--- src/rtl/imm_gen_pipe.sv ---
// imm_gen_pipe: registered immediate generator with a one-entry skid buffer and synchronous flush
module imm_gen_pipe #(
    parameter int XLEN  = 32,
    parameter int TAG_W = 32
) (
    input  logic             clk,
    input  logic             rst_n,
    input  logic             flush,
    input  logic             in_valid,
    output logic             in_ready,
    input  logic [31:0]      in_instr,
    input  logic [2:0]       in_imm_src,
    input  logic [TAG_W-1:0] in_tag,
    output logic             out_valid,
    input  logic             out_ready,
    output logic [XLEN-1:0]  out_imm,
    output logic [TAG_W-1:0] out_tag,
    output logic             out_illegal
);
    logic             s;
    logic [31:0]      imm32;
    logic             ill;
    logic [XLEN-1:0]  imm_x;
    logic             o_valid_q, o_valid_d, o_ill_q, o_ill_d;
    logic [XLEN-1:0]  o_imm_q, o_imm_d;
    logic [TAG_W-1:0] o_tag_q, o_tag_d;
    logic             k_valid_q, k_valid_d, k_ill_q, k_ill_d;
    logic [XLEN-1:0]  k_imm_q, k_imm_d;
    logic [TAG_W-1:0] k_tag_q, k_tag_d;
    assign s = in_instr[31];
    // Every format fits in 32 bits; zero-extended ones keep bit 31 clear so one sign-extension serves all
    always_comb begin
        imm32 = '0;
        ill   = 1'b0;
        case (in_imm_src)
            3'b000:  imm32 = {{20{s}}, in_instr[31:20]};
            3'b001:  imm32 = {{20{s}}, in_instr[31:25], in_instr[11:7]};
            3'b010:  imm32 = {{19{s}}, in_instr[31], in_instr[7], in_instr[30:25], in_instr[11:8], 1'b0};
            3'b011:  imm32 = {in_instr[31:12], 12'h000};
            3'b100:  imm32 = {{11{s}}, in_instr[31], in_instr[19:12], in_instr[20], in_instr[30:21], 1'b0};
            3'b101:  imm32 = {27'b0, in_instr[19:15]};
            3'b110:  imm32 = {26'b0, (XLEN == 64) & in_instr[25], in_instr[24:20]};
            default: ill = 1'b1;
        endcase
    end
    assign imm_x = XLEN'($signed(imm32));
    // The skid entry is only ever filled while the output entry is held, so K valid implies O valid
    always_comb begin
        o_valid_d = o_valid_q;
        o_imm_d   = o_imm_q;
        o_tag_d   = o_tag_q;
        o_ill_d   = o_ill_q;
        k_valid_d = k_valid_q;
        k_imm_d   = k_imm_q;
        k_tag_d   = k_tag_q;
        k_ill_d   = k_ill_q;
        if (flush) begin
            o_valid_d = 1'b0;
            k_valid_d = 1'b0;
        end else if (k_valid_q) begin
            if (out_ready) begin
                o_imm_d   = k_imm_q;
                o_tag_d   = k_tag_q;
                o_ill_d   = k_ill_q;
                k_valid_d = 1'b0;
            end
        end else if (in_valid) begin
            if (!o_valid_q || out_ready) begin
                o_valid_d = 1'b1;
                o_imm_d   = imm_x;
                o_tag_d   = in_tag;
                o_ill_d   = ill;
            end else begin
                k_valid_d = 1'b1;
                k_imm_d   = imm_x;
                k_tag_d   = in_tag;
                k_ill_d   = ill;
            end
        end else if (out_ready) begin
            o_valid_d = 1'b0;
        end
    end
    always_ff @(posedge clk or negedge rst_n) begin
        if (!rst_n) begin
            o_valid_q <= 1'b0;
            o_imm_q   <= '0;
            o_tag_q   <= '0;
            o_ill_q   <= 1'b0;
            k_valid_q <= 1'b0;
            k_imm_q   <= '0;
            k_tag_q   <= '0;
            k_ill_q   <= 1'b0;
        end else begin
            o_valid_q <= o_valid_d;
            o_imm_q   <= o_imm_d;
            o_tag_q   <= o_tag_d;
            o_ill_q   <= o_ill_d;
            k_valid_q <= k_valid_d;
            k_imm_q   <= k_imm_d;
            k_tag_q   <= k_tag_d;
            k_ill_q   <= k_ill_d;
        end
    end
    assign in_ready    = !k_valid_q;
    assign out_valid   = o_valid_q;
    assign out_imm     = o_imm_q;
    assign out_tag     = o_tag_q;
    assign out_illegal = o_ill_q;
endmodule

--- config.mk ---
export PLATFORM = sky130hd
export DESIGN_NAME = imm_gen_pipe
export DESIGN_NICKNAME = d
export VERILOG_FILES = /design/src/rtl/imm_gen_pipe.sv
export SDC_FILE = /design/constraint.sdc
export NUM_CORES = 1
export LEC_CHECK = 0
export CAP_MARGIN = 30
export CORE_MARGIN = 2
export CORE_UTILIZATION = 35
export CTS_CLUSTER_SIZE = 10
export DETAILED_ROUTE_END_ITERATION = 16
export PLACE_DENSITY = 0.62
export REMOVE_ABC_BUFFERS = 1
export SYNTH_ARGS = -nofsm -noshare
export SYNTH_HDL_FRONTEND = slang
export SYNTH_SLANG_ARGS = --single-unit
--- constraint.sdc ---
create_clock -name clk -period 1.51 [get_ports clk]
set_input_delay 0.151 -clock clk [delete_from_list [all_inputs] [get_ports clk]]
set_output_delay 0.151 -clock clk [all_outputs]
set_load 0.05 [all_outputs]
[Yosys cells after proc, flatten, opt, wreduce, memory -nomap -nowiden]
Cells that the tools add are included.
Operators by class
  reductions and logical operators: 11
  bitwise operators: 3
  equality and inequality tests: 9
  mux-type cells: 24
Operators with widths (count)
  $mux W32: 8
  $pmux W32 S7: 1
  $mux W1: 15
  $eq A3 B3 Y1 const B: 3
  $reduce_and A4 Y1: 2
  $reduce_or A7 Y1: 1
  $eq A3 B2 Y1 const B: 2
  $ne A2 B2 Y1 const B: 2
  $reduce_bool A2 Y1: 2
  $eq A3 B1 Y1 const B: 1
  $logic_not A3 Y1: 1
  $ne A3 B2 Y1 const B: 1
  $not A1 Y1: 3
  $reduce_and A3 Y1: 1
  $reduce_bool A3 Y1: 1
  $logic_not A1 Y1: 2
  $logic_or A1 B1 Y1: 1
Storage, ports and cells
  logic and storage cells: 55
  output and inout port bits: 67
  input bits: 72
  register bits: 132

[Depth between registers and ports, before layout]
Gate-level depths: netlist of the first run.
  depth after elaboration: 6
  gate-level depth with buffers: 7
  depth with buffers taken out: 4

[Worst setup path before layout of the first run]
No wires, ideal clock.
  path kind: register to register
  start point: reg o_valid_q (netlist: out_valid)
  end point: reg k_imm_q[18]
  setup time: 0.124 ns
  slack: -0.139 ns
  clock period less this slack: 1.649 ns
  data arrival time: 1.525 ns
  path buffers: 2
  data required time: 1.386 ns
  cell stages (with the launch flop): 7
  cells stage by stage: dfrtp_1 > nand4bb_4 > nand2b_1 > buf_4 > buf_2 > nand2_1 > o21ai_1
Between the ends
  cells in the longest elaborated chain, start to end: 4
RTL lines
  start: declaration: line 24  | logic o_valid_q, o_valid_d, o_ill_q, o_ill_d;
  start signal: assignment: line 94  | o_valid_q <= o_valid_d;
  $logic_not A1 Y1: line 68  | if (!o_valid_q || out_ready) begin
  $logic_or A1 B1 Y1: line 68
  $not A1 Y1 (no source line)
  $reduce_and A4 Y1 (no source line)
  end signal: assignment: line 99  | k_imm_q <= k_imm_d;
  end: declaration: line 28  | logic [XLEN-1:0] k_imm_q, k_imm_d;
Every way passes these cells.
A chain may end at the register's enable or synchronous reset.

[Final worst setup path of the first run]
  start point: reg k_valid_q
  end point: reg o_imm_q[25] (netlist: out_imm[25])
Between the ends
  cells in the longest elaborated chain, start to end: 2
  elaborated cells on any way between the ends: 5
  those cells by class: 1 x eq/ne; 1 x mux; 3 x reduce/logical
RTL lines
  start: declaration: line 27  | logic k_valid_q, k_valid_d, k_ill_q, k_ill_d;
  start signal: assignment: line 98  | k_valid_q <= k_valid_d;
  $ne A2 B2 Y1 (no source line) or $reduce_bool A2 Y1 (tied branches)
  $reduce_and A4 Y1 (no source line)
  end signal: assignment: line 95  | o_imm_q <= o_imm_d;
  end: declaration: line 25  | logic [XLEN-1:0] o_imm_q, o_imm_d;
Several ways; a longest one is shown, not always the timed one.

==> results.sh, run 1 <==
export IMPL_intPower_mw=7.84
export IMPL_r2r_end="out_imm[25]$_DFFE_PN0P_"
export IMPL_start_util=0.356
export IMPL_drt_pass1_iterations=6
export IMPL_relSlewSlack=0.727
export IMPL_grt_pass1_vias=5288
export IMPL_drc=0
export IMPL_power_density_mw_per_mm2=1350
export IMPL_port_buffers=131
export IMPL_synth_seq_cells=132
export IMPL_tightest_slew_ns=0.409
export IMPL_max_freq_mhz=664
export IMPL_antenna_cells=0
export IMPL_path_cells="buf_12 > o221ai_4 > buf_6 > clkbuf_16 > nand2_1 > o21ai_1"
export IMPL_root_buffer="clkbuf_16"
export IMPL_power_leakage_nw=4.00
export IMPL_r2r_cells=6
export IMPL_power_frac_seq=0.394
export IMPL_wl_per_cell_um=16.4
export IMPL_cp_slowest_stage_delay_ns=0.51
export IMPL_clock_sinks=132
export IMPL_core_mm2=0.0172
export IMPL_syn_to_final_growth_pct=41.5
export IMPL_crit_fanout=14
export IMPL_fp_dieH_um=136
export IMPL_slowest_stage="dfrtp_4"
export IMPL_grt_ovfl_total=0
export IMPL_critPathLaunchType="flop"
export IMPL_dp_hpwl_mm=11.5
export IMPL_cp_startpoint="k_valid_q$_DFF_PN0_"
export IMPL_ant_nets=0
export IMPL_layout_common_cells="191 x nand2_1, 131 x dfrtp_1, 110 x buf_4"
export IMPL_period_minus_slack_ns=1.51
export IMPL_rsz0062_at_grt="true"
export IMPL_fin_skew_ns=0.00518
export IMPL_grt_max_degree=55
export IMPL_synthArstFlopShare=1.00
export IMPL_drive_gt1_frac=0.211
export IMPL_timing_final_crit_share=0.997
export IMPL_hold_class="in2async"
export IMPL_switching_power_mw=3.85
export IMPL_p_comb_frac=0.269
export IMPL_postLayoutCoreUtil=0.503
export IMPL_drt_total_wl_mm=17.3
export IMPL_cts_htree_levels=4
export IMPL_maxCapViolCount=0
export IMPL_placed_cell_area_mm2=0.00789
export IMPL_multi_input_area_mm2=0.00251
export IMPL_clk_path_buf_depth=2
export IMPL_rrSetupSlack_ns=0.004
export IMPL_outcome="finished, final reports clean"
export IMPL_clkLatencyLatePin_ns=0.41
export IMPL_endpoint="out_imm[25]$_DFFE_PN0P_"
export IMPL_num_vias=5337
export IMPL_cts_tree="yes"
export IMPL_antenna_found_initial=0
export IMPL_synth_enable_flop_cells=0
export IMPL_n_fill_cell=1559
export IMPL_hold_violations=0
export IMPL_pin_count=139
export IMPL_ir_drop_mv=0.848
export IMPL_drv_slew=0
export IMPL_yosysWarnings=0
export IMPL_final_area_mm2=0.00867
export IMPL_ys_types=41
export IMPL_hold_slack_ns=0.192
export IMPL_cp_end_kind="flop"
export IMPL_reg2reg_from="k_valid_q$_DFF_PN0_"
export IMPL_synth_area_mm2=0.00613
export IMPL_ys_flop_type="dfrtp_1"
export IMPL_final_nets=896
export IMPL_clkTransAtPathRegs_ns=0.06
export IMPL_crit_type="reg2reg"
export IMPL_grt_first_pass_wirelength_mm=26.5
export IMPL_critPathRequiredTime_ns=1.84
export IMPL_cp_arrival_ns=1.84
export IMPL_syn_avg_cell_area_um2=9.37
export IMPL_syn_inst=654
export IMPL_seqCellArea_mm2=0.00331
export IMPL_die_w_um=136
export IMPL_cts_buffers=17
export IMPL_ys_seq_area_frac=0.539
export IMPL_vias_per_cell=5.04
export IMPL_clockPowerShare=0.337
export IMPL_place_congestion=0.843
export IMPL_drt_initial_drc_count=202
export IMPL_num_rows=48
export IMPL_design_die_area_mm2=0.0186
export IMPL_grt_usage=0.183
export IMPL_final_common_cell="nand2_1"
export IMPL_p_sw_frac=0.329
export IMPL_setup_violations_final=0
layout make-up:
class                   instances  share of cell area
flip-flops and latches        132               0.381
repair buffers                203               0.230
multi-input cells             465               0.289
inverters                       5             0.00361
clock inverters                 6             0.00923
well taps                     225              0.0325
clock buffers                  23              0.0540
how the worst min path moves through the flow:
stage	start	end	slack, ns
final	rst_n	out_tag[17]$_DFFE_PN0P_	0.19
after global routing	rst_n	out_tag[17]$_DFFE_PN0P_	0.20
after CTS	rst_n	out_tag[17]$_DFFE_PN0P_	0.19
after detailed placement	rst_n	out_tag[17]$_DFFE_PN0P_	0.05
after global placement	rst_n	out_tag[22]$_DFFE_PN0P_	0.05
after floorplan	rst_n	k_ill_q$_DFFE_PN0P_	-0.14
logic make-up after synthesis:
group	share of synthesized area
simple gates	0.177
compound gates	0.172
mux	0.0539
flops	0.539
buf+inv	0.0551
xor+xnor	0.00408
power by group through the flow:
stage          Clock, mW  Combinational (mW)  Sequential, mW
3_3_place_gp           0                3.03            4.63
3_5_place_dp           0                3.10            4.66
5_1_grt             4.18                3.39            4.69
6_report            3.94                3.14            4.61
2_1_floorplan          0               0.799            5.64
4_1_cts             4.01                3.11            4.61
metal layers:
layer / track usage / vias up / share of wire
met5: 0 / - / 0
met4: 0.0642 / 0 / 0.0076
met3: 0.0395 / 11 / 0.061
met2: 0.285 / 190 / 0.47
met1: 0.253 / 2555 / 0.46
li1: - / 2581 / -
per-stage QoR:
step	TNS [ns]	total power, mW	instances	worst slack [ns]
6_report	0	11.7	1059	0.00425
5_1_grt	-2.54	12.3	1059	-0.0613
4_1_cts	-0.0583	11.7	1049	-0.0583
3_5_place_dp	-22.72	7.76	1018	-0.315
3_3_place_gp	-18.38	7.66	1018	-0.221
2_1_floorplan	-333.84	6.44	602	-3.25
repair_timing:
action	4_1_cts	5_1_grt
pin swaps	5	3
cloned	0	6
setup buffers	1	5
resized for setup	8	11
endpoints found under the setup margin	24	58
hold endpoints to repair	132	0
hold buffers	1	0
sequential cells by signal, summed over array words and instances, names as in the netlist:
register / flops
k_imm_q: 32
k_tag_q: 32
out_imm: 32
out_tag: 32
k_ill_q: 1
k_valid_q: 1
out_illegal: 1
out_valid: 1
cells in the mapped netlist (all sizes together), types with 10 or more instances:
master | instances | area (um2)
a211oi | 11 | 82.6
a21oi | 44 | 220
buf | 42 | 282
clkbuf | 10 | 37.5
dfrtp | 132 | 3300
mux2i | 33 | 330
nand2 | 192 | 723
nand3 | 25 | 125
nor2 | 13 | 58.8
o211ai | 10 | 80.1
o21ai | 87 | 435
o22a | 10 | 87.6
worst max-delay path: cells and delay by family, from the launching register on:
kind            cells  cell delay [ns]
buf+inv             3             0.54
flops               1             0.51
compound gates      2             0.30
simple gates        1             0.06
Note: power is estimated with default switching activity, not from simulation.
==> inputs of run 2 (changes only) <==
GPL_ROUTABILITY_DRIVEN = 1   (was not set)
==> results of run 2 <==
The final DEF is identical to that of run 1; final timing and power are the same.
==> inputs of run 3 (changes only) <==
ABC_CLOCK_PERIOD_IN_PS = 1510   (was not set)
CAP_MARGIN = 20   (was 30)
==> results of run 3 <==
The final DEF is identical to that of run 1; final timing and power are the same.
